===== config.mk =====
export PLATFORM = sky130hd
export DESIGN_NAME = sobel_line_ctrl
export DESIGN_NICKNAME = d
export VERILOG_FILES = /design/src/rtl/sobel_pkg.sv /design/src/rtl/raster_counter.sv /design/src/rtl/sobel_line_ctrl.sv
export SDC_FILE = /design/constraint.sdc
export NUM_CORES = 1
export LEC_CHECK = 0
export ABC_CLOCK_PERIOD_IN_PS = 6200
export BUFFER_PORTS_ARGS = -buffer_cell sky130_fd_sc_hd__buf_2
export CAP_MARGIN = 30
export CORE_MARGIN = 4
export CORE_UTILIZATION = 58
export CTS_BUF_LIST = sky130_fd_sc_hd__clkbuf_8
export DETAILED_ROUTE_END_ITERATION = 16
export GPL_ROUTABILITY_DRIVEN = 0
export PLACE_DENSITY = 0.95
export SLEW_MARGIN = 15
export SYNTH_ARGS = -nofsm -noshare
export SYNTH_HDL_FRONTEND = slang
export SYNTH_SLANG_ARGS = --single-unit

===== constraint.sdc =====
create_clock -name clock -period 6.2 [get_ports clock]
set_input_delay 0.31 -clock clock [delete_from_list [all_inputs] [get_ports clock]]
set_output_delay 0.31 -clock clock [all_outputs]
set_load 0.01 [all_outputs]

===== src/rtl/sobel_pkg.sv =====
// ----------------------------------------------------------------------------
// sobel_pkg
//   Shared types and constants for the Sobel line-buffer stage and its
//   neighbours (convolution, output writer).
//   - PIX_W            : grayscale pixel width
//   - DEF_IMG_HEIGHT   : default rows per frame
//   - DEF_IMG_WIDTH    : default pixels per row
//   - line_state_t     : line scheduler state
//   - column_t         : one 3-pixel column (rows r-2, r-1, r)
// ----------------------------------------------------------------------------
package sobel_pkg;

    localparam int PIX_W          = 8;
    localparam int DEF_IMG_HEIGHT = 720;
    localparam int DEF_IMG_WIDTH  = 540;

    typedef enum logic [1:0] {FILL0, FILL1, STREAM, DRAIN} line_state_t;

    typedef struct packed {
        logic [PIX_W-1:0] top;
        logic [PIX_W-1:0] mid;
        logic [PIX_W-1:0] bot;
    } column_t;

endpackage


===== src/rtl/raster_counter.sv =====
// ----------------------------------------------------------------------------
// raster_counter
//   Row/column position counter for a raster scan. The column advances on
//   every i_step and wraps COLS-1 -> 0, at which point the row advances and
//   itself wraps ROWS-1 -> 0. i_clr returns both to 0 and wins over i_step.
//
//   Ports:
//     clock, reset  : clock, asynchronous active-high reset
//     i_clr         : synchronous clear of row and column
//     i_step        : advance one position
//     o_row, o_col  : current position
//     o_col_last    : column is COLS-1 (next step wraps the row)
//     o_last_pix    : position is (ROWS-1, COLS-1)
// ----------------------------------------------------------------------------
module raster_counter
    import sobel_pkg::*;
#(
    parameter  int ROWS = DEF_IMG_HEIGHT,
    parameter  int COLS = DEF_IMG_WIDTH,
    localparam int RW   = $clog2(ROWS),
    localparam int CW   = $clog2(COLS)
) (
    input  logic          clock,
    input  logic          reset,
    input  logic          i_clr,
    input  logic          i_step,
    output logic [RW-1:0] o_row,
    output logic [CW-1:0] o_col,
    output logic          o_col_last,
    output logic          o_last_pix
);

    logic [RW-1:0] r_row;
    logic [CW-1:0] r_col;
    logic          w_row_last;

    assign o_row      = r_row;
    assign o_col      = r_col;
    assign o_col_last = (r_col == CW'(COLS - 1));
    assign w_row_last = (r_row == RW'(ROWS - 1));
    assign o_last_pix = o_col_last && w_row_last;

    always_ff @(posedge clock or posedge reset) begin
        if (reset) begin
            r_row <= '0;
            r_col <= '0;
        end else if (i_clr) begin
            r_row <= '0;
            r_col <= '0;
        end else if (i_step) begin
            if (o_col_last) begin
                r_col <= '0;
                r_row <= w_row_last ? '0 : r_row + RW'(1);
            end else begin
                r_col <= r_col + CW'(1);
            end
        end
    end

endmodule


===== src/rtl/sobel_line_ctrl.sv =====
// ----------------------------------------------------------------------------
// sobel_line_ctrl
//   Line-buffer scheduler for the Sobel stage. Pixels arrive in raster order
//   from a first-word-fall-through input FIFO and are rotated through two
//   external row FIFOs: line1 holds row r-1, line0 holds row r-2. Every
//   accepted pixel yields one registered 3-pixel column plus a shift strobe
//   for the downstream 3x3 window. After the last pixel of a frame both row
//   FIFOs are drained so the next frame starts from empty buffers.
//
//   Ports:
//     clock, reset              : clock, asynchronous active-high reset
//     in_empty/in_rd_en/in_dout : input pixel FIFO (FWFT)
//     l0_* / l1_*               : line0 / line1 row FIFOs (FWFT read side,
//                                 write side driven from here)
//     stall                     : downstream back-pressure
//     col_shift                 : col_top/mid/bot valid this cycle
//     col_top/col_mid/col_bot   : pixels from rows r-2, r-1, r
//     win_valid                 : with col_shift, window centred at
//                                 (win_row, win_col) is complete
//     frame_done                : one-cycle pulse after the drain completes
// ----------------------------------------------------------------------------
module sobel_line_ctrl
    import sobel_pkg::*;
#(
    parameter  int IMG_HEIGHT = DEF_IMG_HEIGHT,
    parameter  int IMG_WIDTH  = DEF_IMG_WIDTH,
    localparam int RW         = $clog2(IMG_HEIGHT),
    localparam int CW         = $clog2(IMG_WIDTH)
) (
    input  logic             clock,
    input  logic             reset,
    // input pixel FIFO
    input  logic             in_empty,
    output logic             in_rd_en,
    input  logic [PIX_W-1:0] in_dout,
    // line0 FIFO (row r-2)
    input  logic             l0_empty,
    output logic             l0_rd_en,
    input  logic [PIX_W-1:0] l0_dout,
    input  logic             l0_full,
    output logic             l0_wr_en,
    output logic [PIX_W-1:0] l0_din,
    // line1 FIFO (row r-1)
    input  logic             l1_empty,
    output logic             l1_rd_en,
    input  logic [PIX_W-1:0] l1_dout,
    input  logic             l1_full,
    output logic             l1_wr_en,
    output logic [PIX_W-1:0] l1_din,
    // downstream
    input  logic             stall,
    output logic             col_shift,
    output logic [PIX_W-1:0] col_top,
    output logic [PIX_W-1:0] col_mid,
    output logic [PIX_W-1:0] col_bot,
    output logic             win_valid,
    output logic [RW-1:0]    win_row,
    output logic [CW-1:0]    win_col,
    output logic             frame_done
);

    line_state_t   r_state;
    column_t       r_col;
    logic          r_col_shift;
    logic          r_win_valid;
    logic [RW-1:0] r_win_row;
    logic [CW-1:0] r_win_col;
    logic          r_frame_done;

    logic          w_in_ok;
    logic          w_step;
    logic          w_drain_pop;
    logic          w_drain_last;
    column_t       w_col_next;
    logic [RW-1:0] w_row;
    logic [CW-1:0] w_col;
    logic          w_col_last;
    logic          w_last_pix;

    // ------------------------------------------------------------------
    // Step qualification. Each state only needs the FIFOs it touches;
    // in STREAM every line push is paired with a pop, so full never matters.
    // Reset gates everything so no FIFO moves while the block is held.
    // ------------------------------------------------------------------
    assign w_in_ok = !in_empty && !stall;

    always_comb begin
        w_step      = 1'b0;
        w_drain_pop = 1'b0;
        case (r_state)
            FILL0:   w_step      = w_in_ok && !l1_full;
            FILL1:   w_step      = w_in_ok && !l1_empty && !l0_full;
            STREAM:  w_step      = w_in_ok && !l0_empty && !l1_empty;
            DRAIN:   w_drain_pop = !l0_empty && !l1_empty;
            default: ;
        endcase
        if (reset) begin
            w_step      = 1'b0;
            w_drain_pop = 1'b0;
        end
    end

    // line1 always takes the new pixel; line0 takes what line1 gives up.
    assign in_rd_en = w_step;
    assign l1_wr_en = w_step;
    assign l1_din   = in_dout;
    assign l0_wr_en = w_step && (r_state != FILL0);
    assign l0_din   = l1_dout;
    assign l1_rd_en = (w_step && (r_state != FILL0)) || w_drain_pop;
    assign l0_rd_en = (w_step && (r_state == STREAM)) || w_drain_pop;

    // Rows that do not exist yet (above the frame) read as zero.
    always_comb begin
        w_col_next.top = '0;
        w_col_next.mid = '0;
        w_col_next.bot = in_dout;
        case (r_state)
            FILL1: begin
                w_col_next.mid = l1_dout;
            end
            STREAM: begin
                w_col_next.top = l0_dout;
                w_col_next.mid = l1_dout;
            end
            default: ;
        endcase
    end

    // ------------------------------------------------------------------
    // Position counter. In DRAIN the column field counts drain pops; the
    // wrap on the last pop would bump the row, so that step clears instead.
    // ------------------------------------------------------------------
    assign w_drain_last = w_drain_pop && w_col_last;

    raster_counter #(
        .ROWS (IMG_HEIGHT),
        .COLS (IMG_WIDTH)
    ) u_pos (
        .clock      (clock),
        .reset      (reset),
        .i_clr      (w_drain_last),
        .i_step     (w_step || w_drain_pop),
        .o_row      (w_row),
        .o_col      (w_col),
        .o_col_last (w_col_last),
        .o_last_pix (w_last_pix)
    );

    // ------------------------------------------------------------------
    // State machine and registered column outputs.
    // ------------------------------------------------------------------
    always_ff @(posedge clock or posedge reset) begin
        if (reset) begin
            r_state      <= FILL0;
            r_col        <= '0;
            r_col_shift  <= 1'b0;
            r_win_valid  <= 1'b0;
            r_win_row    <= '0;
            r_win_col    <= '0;
            r_frame_done <= 1'b0;
        end else begin
            r_col_shift  <= w_step;
            r_win_valid  <= w_step && (r_state == STREAM) && (w_col >= CW'(2));
            r_frame_done <= w_drain_last;

            if (w_step) begin
                r_col     <= w_col_next;
                // window centre trails the incoming pixel by one row and col
                r_win_row <= w_row - RW'(1);
                r_win_col <= w_col - CW'(1);
            end

            case (r_state)
                FILL0:   if (w_step && w_col_last)  r_state <= FILL1;
                FILL1:   if (w_step && w_col_last)  r_state <= STREAM;
                STREAM:  if (w_step && w_last_pix)  r_state <= DRAIN;
                DRAIN:   if (w_drain_last)          r_state <= FILL0;
                default:                            r_state <= FILL0;
            endcase
        end
    end

    assign col_shift  = r_col_shift;
    assign col_top    = r_col.top;
    assign col_mid    = r_col.mid;
    assign col_bot    = r_col.bot;
    assign win_valid  = r_win_valid;
    assign win_row    = r_win_row;
    assign win_col    = r_win_col;
    assign frame_done = r_frame_done;

endmodule


-- Word-level counts from Yosys, hierarchy flattened
Cells that the tools add are included.
- bits in registers: 69
- input bits: 32
- output and inout port bits: 68
- logic and storage cells: 73
- add/subtract/negate cells: 4
- $lt $le $gt $ge: 1
- equality and inequality tests: 9
- muxes and demuxes: 18
- reduce and logical (&&, ||, !) cells: 30
- operators with widths (cell ; count):
    two-way mux 10 bit ; 7
    adder 10 x 1 -> 10 bit, second input constant ; 2
    == test 10 bit, second input constant ; 2
    subtractor 10 x 1 -> 10 bit, second input constant ; 2
    two-way mux 8 bit ; 2
    logical AND 1 bit ; 14
    greater-or-equal comparator 10 x 2 -> 1 bit, second input constant ; 1
    two-way mux 2 bit ; 4
    one-hot mux 2 bit (4 select lines) ; 1
    logical NOT 1 bit ; 6
    inequality test 2 bit, second input constant ; 3
    nonzero test 2 bit ; 3
    == test 2 bit, second input constant ; 2
    AND reduction 4 bit ; 1
    logical OR 1 bit ; 3
    two-way mux 1 bit ; 3
    one-hot mux 1 bit (3 select lines) ; 1
    == test 2 x 1 -> 1 bit, second input constant ; 1
    logical NOT 2 bit ; 1
    inequality test 2 x 1 -> 1 bit, second input constant ; 1
    AND reduction 2 bit ; 1
    OR reduction 2 bit ; 1

-- Longest topological paths before layout
Gate-level depths: netlist of the first run.
- depth in word-level cells: 9
- gate-level depth with buffers: 9
- depth with buffers taken out: 8

-- By module
From an unflattened synthesis of the first run, not the netlist that was laid out.
- cell total of the unflattened synthesis: 393
- area, all modules: 3599.7 um2
- modules (own cells, without submodules) (module ; times used ; cells an instance ; area each (um2) ; sequential area each (um2)):
    sobel_line_ctrl ; 1 ; 277 ; 2478.6 ; 1226.2
    raster_counter ; 1 ; 116 ; 1121.1 ; 500.5

-- Least setup slack after synthesis of the first run
OpenSTA, ideal clock, no wires.
- kind: reg2out
- start: reg r_state[0]
- end: out l1_wr_en
- arrival: 2.069 ns
- required time: 5.890 ns
- slack: 3.821 ns
- stages on the path, launching flop included: 9
- path buffers: 3
- cell sequence: dfrtp_1 inv_1 ha_1 nor3b_1 o31ai_2 inv_1 clkbuf_1 buf_1 buf_4
- longest elaborated chain between the ends: 3
- elaborated cells on any way between the ends: 5
- those cells by class: eq/ne: 2; mux: 2; reduce/logical: 1
- RTL lines (item ; RTL line ; RTL):
    from (decl) ; sobel_line_ctrl.sv:62 ; line_state_t r_state;
    from (signal assigned) ; sobel_line_ctrl.sv:154 ; r_state <= FILL0;
    from (signal assigned) ; sobel_line_ctrl.sv:174 ; FILL0: if (w_step && w_col_last) r_state <= FILL1;
    from (signal assigned) ; sobel_line_ctrl.sv:175 ; FILL1: if (w_step && w_col_last) r_state <= STREAM;
    == test 2 bit, or another cell as far along ; sobel_line_ctrl.sv:90 ; case (r_state)
    one-hot mux 1 bit (3 select lines) * ; sobel_line_ctrl.sv:90 ;
    two-way mux 1 bit * ; sobel_line_ctrl.sv:97 ; if (reset) begin
    to (decl) ; sobel_line_ctrl.sv:48 ; output logic l1_wr_en,
Mark *: on every way between the ends. The rest lies on a longest branch, timed or not.

-- Worst setup path after layout of the first run
- start: reg r_state[0]
- end: reg u_pos.r_row[8], in the netlist u_pos.o_row[8]
- longest elaborated chain between the ends: 6
- elaborated cells on any way between the ends: 14
- those cells by class: eq/ne: 3; mux: 5; reduce/logical: 6
- RTL lines (item ; RTL line ; RTL):
    == test 2 bit, or another cell as far along ; sobel_line_ctrl.sv:90 ;
    one-hot mux 1 bit (3 select lines) or two-way mux 1 bit (tied branches) ; sobel_line_ctrl.sv:90 ;
    two-way mux 1 bit ; sobel_line_ctrl.sv:97 ;
    logical OR 1 bit or logical AND 1 bit (tied branches) ; sobel_line_ctrl.sv:142, sobel_line_ctrl.sv:133 ;
    nonzero test 2 bit (no source line) ; -- ;
    AND reduction 2 bit (no source line) ; -- ;
    to (signal assigned) ; raster_counter.sv:53 ; r_row <= w_row_last ? '0 : r_row + RW'(1);
    to (decl) ; raster_counter.sv:33 ; logic [RW-1:0] r_row;
Several ways; a longest one is shown, not always the timed one.
A chain may end at the register's enable or synchronous reset.

==> results by group, run 1 <==
Power
  – Design Power: 1.195 mW
  – Leakage: 2.201 nW
  – Power Dens Cells: 288.3 nW/um2
  – Max VDD drop: 209.2 uV

GRT
  – GRT Total Usage: 22.79%
  – Largest net degree at the start of global routing: 71
  – Antenna violations before repair: 0
  – Vias in the first global route: 2,913
  – GRT overflow: 0
  – First-pass GRT wire length: 13,250 um

Yosys
  – Primary FF master, synth: dfrtp_1
  – Ys Warns: 0
  – Yosys reg bits: 69
  – Synth Net Count: 430
  – Syn Inst Count: 388
  – Mapped cell area: 3500 um2
  – Syn_area_per_cell: 9.020 um2
  – Count of cell types in the netlist: 41
  – Post-synth EDFFs: 0
  – Post-synth ARST share: 100.0%
  – Seq/Total Area, Yosys: 49.34%

CTS
  – Clock Path Buffers: 2
  – Clock-pin transition on the worst setup and hold timing paths: 0.07 ns
  – Latest clock arrival within the worst-skew pair: 0.34 ns
  – Post CTS Setup Buffer Count: 0
  – Hold buffers post-CTS: 1
  – CTS tree: yes
  – Clock root buffer master: clkbuf_8
  – CTS sink count: 69
  – Post-cts resize count: 0
  – Cts bufs inserted: 9
  – Htree depth: 3

Worst setup path
  – Crit Path Max Fanout: 70
  – Required @ worst endpoint: 6.43 ns
  – Worst-path cell chain: inv_1, ha_1, nor3b_1, o31ai_4, buf_4, inv_1, buf_16, o21ai_1, nor4bb_1, a211o_1
  – Worst path most repeated cell: inv_1
  – Crit path max-delay family: buffers and inverters
  – Worst stage delay on the critical path: 0.65 ns
  – WP depth: 10
  – Worst setup EP type: flip-flop
  – R2r worst-path depth: 10
  – WP data arrival: 3.85 ns
  – Slowest library cell on the worst path: o21ai_1
  – CP bufs+invs: 4
  – CP Launch Type: flip-flop
  – WS Path Type: flip-flop to flip-flop

Floorplanning
  – Die Y: 85.68 um
  – Core Area: 5886 um2
  – Starting Density: 59.46%
  – Die X: 85.68 um
  – Rows: 28
  – Num ports: 100
  – Die ar.: 7340 um2

Timing
  – Clock skew: 0.009867 ns
  – Actual slew at the worst max-slew pin: 0.8024 ns
  – Final Hold Violating Endpoints: 0
  – Slew Limit Fails: 0
  – Fmax: 276.6 MHz
  – Setup tns final: 0 ns
  – Min Hold Slack: 0.1682 ns
  – Slew Limit Headroom: 46.15%
  – Ratio of final minimum period to clock period: 58.30%
  – Unrepaired setup endpoints after global routing: no
  – Post-layout min period: 3.615 ns
  – Final number of setup-violating endpoints: 0

Detailed routing
  – Met1 wire length: 3188 um
  – Avg WL per Cell: 14.74 um
  – Initial DRC Count: 202
  – Antenna viol nets, final: 0
  – Metal3 WL: 832 um
  – TritonRoute pass-1 iters: 5
  – Drt drc: 0
  – Highest metal used: met4
  – DR vias/cell: 5.580
  – Routed vias: 3,013
  – DR WL met2: 3760 um
  – Final wirelength: 7957 um

Layout
  – Finished Layout Cells: 540
  – Area added between synthesis and finish: 18.41%
  – Number of antenna cells inserted: 0
  – Nets: 503
  – Share of layout cells above drive strength 1: 26.45%
  – Design area: 4144 um2

Worst hold path
  – HP Class: input pin to flip-flop
  – WHS Path Cells: 3

Place
  – DP Area: 3892 um2
  – Inst Count DP: 523
  – # port buffers: 99
  – DP Wirelength: 5794 um

Flow run
  – Max Cap Viol: 0

Status
  – Status: complete, no violations
worst reg2reg max path, stage by stage (launching register included):
cell and delay (ns):
dfrtp_1 0.42, inv_1 0.11, ha_1 0.37, nor3b_1 0.25, o31ai_4 0.24, buf_4 0.52, inv_1 0.33, buf_16 0.25
o21ai_1 0.65, nor4bb_1 0.12, a211o_1 0.25
sequential cells by signal (all words and copies together), names as in the netlist:
register and flops:
col_bot 8, col_mid 8, col_shift 1, col_top 8, frame_done 1, r_state 2, u_pos.o_col 10, u_pos.o_row 10
win_col 10, win_row 10, win_valid 1
final timing paths:
path / startpoint / endpoint / slack [ns]
worst max-delay path: r_state[0]$_DFFE_PP0P_ / u_pos.o_row[8]$_DFFE_PP0P_ / 2.59
worst min-delay path: in_dout[3] / col_bot[3]$_DFFE_PP0P_ / 0.17
min in group asynchronous: reset / col_top[5]$_DFFE_PP0P_ / 0.46
max in group asynchronous: reset / col_mid[1]$_DFFE_PP0P_ / 4.77
worst max register to register: r_state[0]$_DFFE_PP0P_ / u_pos.o_row[8]$_DFFE_PP0P_ / 2.59
worst min register to register: col_top[6]$_DFFE_PP0P_ / col_top[6]$_DFFE_PP0P_ / 0.47
where the power goes:
group	internal [mW]	switching (mW)
combinational	0.107	0.133
clock	0.233	0.161
sequential	0.511	0.0490
routing by layer:
layer  vias to the layer above  track usage [%]
met5                         -                0
met4                         0            10.07
met3                        19            7.685
met2                       154            37.01
met1                      1407            27.66
li1                       1433                -
cells in the final DEF, fill, tap and decap left out, drive strengths merged, types with 3 or more instances in the layout:
| cell type | instances |
|---|---|
| or3 | 4 |
| nor2 | 13 |
| o31ai | 4 |
| nor4b | 4 |
| nand2 | 96 |
| inv | 12 |
| nor3 | 9 |
| nor4 | 7 |
| buf | 102 |
| clkbuf | 10 |
| and3 | 4 |
| ha | 10 |
| or4 | 3 |
| o21ai | 33 |
| nand3 | 26 |
| nor3b | 7 |
| xnor2 | 12 |
| xor2 | 7 |
| a21oi | 10 |
| dfrtp | 69 |
synthesized netlist by cell type, types with 2 or more instances:
cell      instances  area share, %
mux2i_1           2           0.57
nand2_1          96             10
nor4_1            6            1.1
dfrtp_1          69             49
nor3_1            8            1.1
ha_1             10            3.6
nand3_1          26            3.7
o21ai_1           2           0.29
nor3b_1           7            1.5
nor2_1           13            1.4
nand4_1           2           0.36
nand2b_1          2           0.36
and3_1            4           0.71
buf_4            17            3.6
buf_2             2           0.29
inv_1            10            1.1
xor2_1            7            1.8
or3_1             3           0.54
o21ai_0          31            4.4
a21oi_1          10            1.4
xnor2_1          12            3.0
o31ai_1           3           0.64
buf_1             4           0.43
a31oi_1           2           0.36
clkbuf_1         18            1.9
or4_1             3           0.64
or4b_1            2           0.57
nor4b_1           4            1.0
layout make-up:
cell class / instances / area, um2
fillers: 438 / 1742
flip-flops and latches: 69 / 1727
multi-input cells: 267 / 1520
repair buffers: 103 / 548.0
clock buffers: 10 / 137.6
well taps: 75 / 93.84
clock inverters: 5 / 76.32
inverters: 11 / 41.29
kinds of logic after synthesis:
logic type	Yosys count	synth area share, %
AOI/OAI and AO/OA	52	8.438
xor gates and xnor gates	19	4.755
adders and majority gates	10	3.575
buffers and inverters	52	7.472
DFF	69	49.34
muxes	3	0.8938
and+or+nand+nor	183	25.53
per-stage QoR:
step | setup WS (ns) | util (%)
after CTS | 2.286 | 69.94
after floorplan | 3.821 | -
after detailed placement | 2.305 | 66.14
after global routing | 2.345 | 70.41
final | 2.585 | 70.41
after global placement | 2.486 | 66.14
Power figures use the tool's default switching activity.
==> run 2: changes to the inputs <==
--- a/config.mk
+++ b/config.mk
@@ -5,15 +5,15 @@
 export SDC_FILE = /design/constraint.sdc
 export NUM_CORES = 1
 export LEC_CHECK = 0
-export ABC_CLOCK_PERIOD_IN_PS = 6200
+export ABC_CLOCK_PERIOD_IN_PS = 3490
 export BUFFER_PORTS_ARGS = -buffer_cell sky130_fd_sc_hd__buf_2
 export CAP_MARGIN = 30
 export CORE_MARGIN = 4
-export CORE_UTILIZATION = 58
+export CORE_UTILIZATION = 54
 export CTS_BUF_LIST = sky130_fd_sc_hd__clkbuf_8
 export DETAILED_ROUTE_END_ITERATION = 16
 export GPL_ROUTABILITY_DRIVEN = 0
-export PLACE_DENSITY = 0.95
+export PLACE_DENSITY = 0.93
 export SLEW_MARGIN = 15
 export SYNTH_ARGS = -nofsm -noshare
 export SYNTH_HDL_FRONTEND = slang
==> constraint.sdc (replaced) <==
create_clock -name clock -period 3.49 [get_ports clock]
set_input_delay 0.1745 -clock clock [delete_from_list [all_inputs] [get_ports clock]]
set_output_delay 0.1745 -clock clock [all_outputs]
set_load 0.01 [all_outputs]
==> results by group, run 2 (synthesis gave the netlist of run 1 again) <==
Status
  – Status: complete, no violations

Worst setup path
  – WP data arrival: 2.69 ns
  – R2R Setup Slk: 0.69 ns
  – WS Path Type: flip-flop to output pin
  – Required @ worst endpoint: 3.32 ns
  – CP Launch Type: flip-flop
  – Worst setup EP type: output pin
  – Crit Path Max Fanout: 33

Detailed routing
  – Final wirelength: 7884 um
  – Drt drc: 0
  – Avg WL per Cell: 14.49 um
  – DR vias/cell: 5.511
  – Initial DRC Count: 241
  – Antenna viol nets, final: 0
  – Routed vias: 2,998
  – TritonRoute pass-1 iters: 4

Timing
  – Slew Limit Headroom: 43.29%
  – Post-layout min period: 2.861 ns
  – Fmax: 349.5 MHz
  – Final Hold Violating Endpoints: 0
  – Slew Limit Fails: 0
  – Setup tns final: 0 ns
  – Actual slew at the worst max-slew pin: 0.8450 ns
  – Unrepaired setup endpoints after global routing: no
  – Final number of setup-violating endpoints: 0
  – Ratio of final minimum period to clock period: 81.98%
  – Clock skew: 0.005261 ns

CTS
  – Clock Path Buffers: 2
  – Clock root buffer master: clkbuf_8
  – CTS sink count: 69
  – Clock-pin transition on the worst setup and hold timing paths: 0.07 ns
  – Cts bufs inserted: 9
  – CTS tree: yes
  – Htree depth: 3
  – Latest clock arrival within the worst-skew pair: 0.34 ns
  – Post-cts resize count: 0

Floorplanning
  – Num ports: 100
  – Die Y: 88.51 um
  – Starting Density: 55.43%
  – Die X: 88.51 um
  – Core Area: 6314 um2
  – Rows: 29
  – Die ar.: 7833 um2

Power
  – Leakage: 2.204 nW
  – Power Dens Cells: 505.9 nW/um2
  – Design Power: 2.096 mW
  – Max VDD drop: 314.4 uV

GRT
  – GRT Total Usage: 21.76%
  – Largest net degree at the start of global routing: 70
  – Vias in the first global route: 2,981
  – GRT overflow: 0
  – Antenna violations before repair: 0
  – First-pass GRT wire length: 13,270 um

Flow run
  – Max Cap Viol: 0

Layout
  – Share of layout cells above drive strength 1: 26.77%
  – Commonest non-fill, non-tap cell in the layout: buf_2
  – Nets: 504
  – Number of antenna cells inserted: 0
  – Area added between synthesis and finish: 18.41%
  – Most frequent cells in the layout: buf_2, nand2_1, dfrtp_1, o21ai_0, nand3_1

Place
  – DP Wirelength: 5746 um
  – # port buffers: 99

Worst hold path
  – HP Class: input pin to flip-flop
[run 2: cell count changes in the layout (fill, tap and decap cells not counted), sizes merged]
cell and delta:
buf +1, clkbuf +2, bufinv -1
[run 2: worst max-delay path, cell delays in order (launching register included)]
cell and delay [ns]:
dfrtp_1 0.42, inv_1 0.12, ha_1 0.46, nor3b_1 0.39, o31ai_4 0.12, inv_1 0.12, buf_4 0.33, nand2_1 0.14
nand2_1 0.10, buf_2 0.14
[run 2: what timing repair did]
action | in CTS | in global routing
hold buffers | 0 | 1
endpoints found under the hold margin | 0 | 12
setup buffers | 0 | 0
[run 2: through the flow]
stage	cells	utilization, %	area [um2]	setup WS, ns	hold slack, ns
after floorplan	388	-	3500	1.234	0.2799
after global placement	526	61.81	3902	0.8985	0.3769
after detailed placement	526	61.81	3902	0.7649	0.3839
after CTS	542	65.16	4114	0.6184	0.01857
after global routing	544	65.64	4144	0.3853	0.02785
final	544	65.64	4144	0.6288	0.03494
[run 2: cell type report]
type | instances | area (um2)
inverters | 11 | 41.29
fillers | 492 | 2170
repair buffers | 104 | 548.0
clock inverters | 4 | 46.29
flip-flops and latches | 69 | 1727
well taps | 77 | 96.34
clock buffers | 12 | 165.2
multi-input cells | 267 | 1520
[run 2: worst paths after layout]
check,start,endpoint,cells past startpoint
setup / recovery,r_state[0]$_DFFE_PP0P_,l0_rd_en,9
hold / removal,in_dout[6],col_bot[6]$_DFFE_PP0P_,3
setup reg to reg,r_state[0]$_DFFE_PP0P_,u_pos.o_row[9]$_DFFE_PP0P_,9
hold reg to reg,col_top[3]$_DFFE_PP0P_,col_top[3]$_DFFE_PP0P_,2
max in group asynchronous,reset,win_col[2]$_DFFE_PP0P_,5
min in group asynchronous,reset,col_top[2]$_DFFE_PP0P_,3
[run 2: power by group]
| group | switching [mW] | total [mW] | internal (mW) |
|---|---|---|---|
| registers | 0.0863 | 0.995 | 0.908 |
| logic | 0.237 | 0.429 | 0.191 |
| clock network | 0.288 | 0.673 | 0.385 |
| total | 0.612 | 2.10 | 1.48 |
[run 2: routing by layer]
layer	part of all wire, %	wire [um]	track usage, %	vias up
li1	-	-	-	1431
met1	42	3312	27.28	1406
met2	46	3634	34.87	149
met3	10	813	6.890	12
met4	1.6	125	9.341	0
met5	0	0	0	-
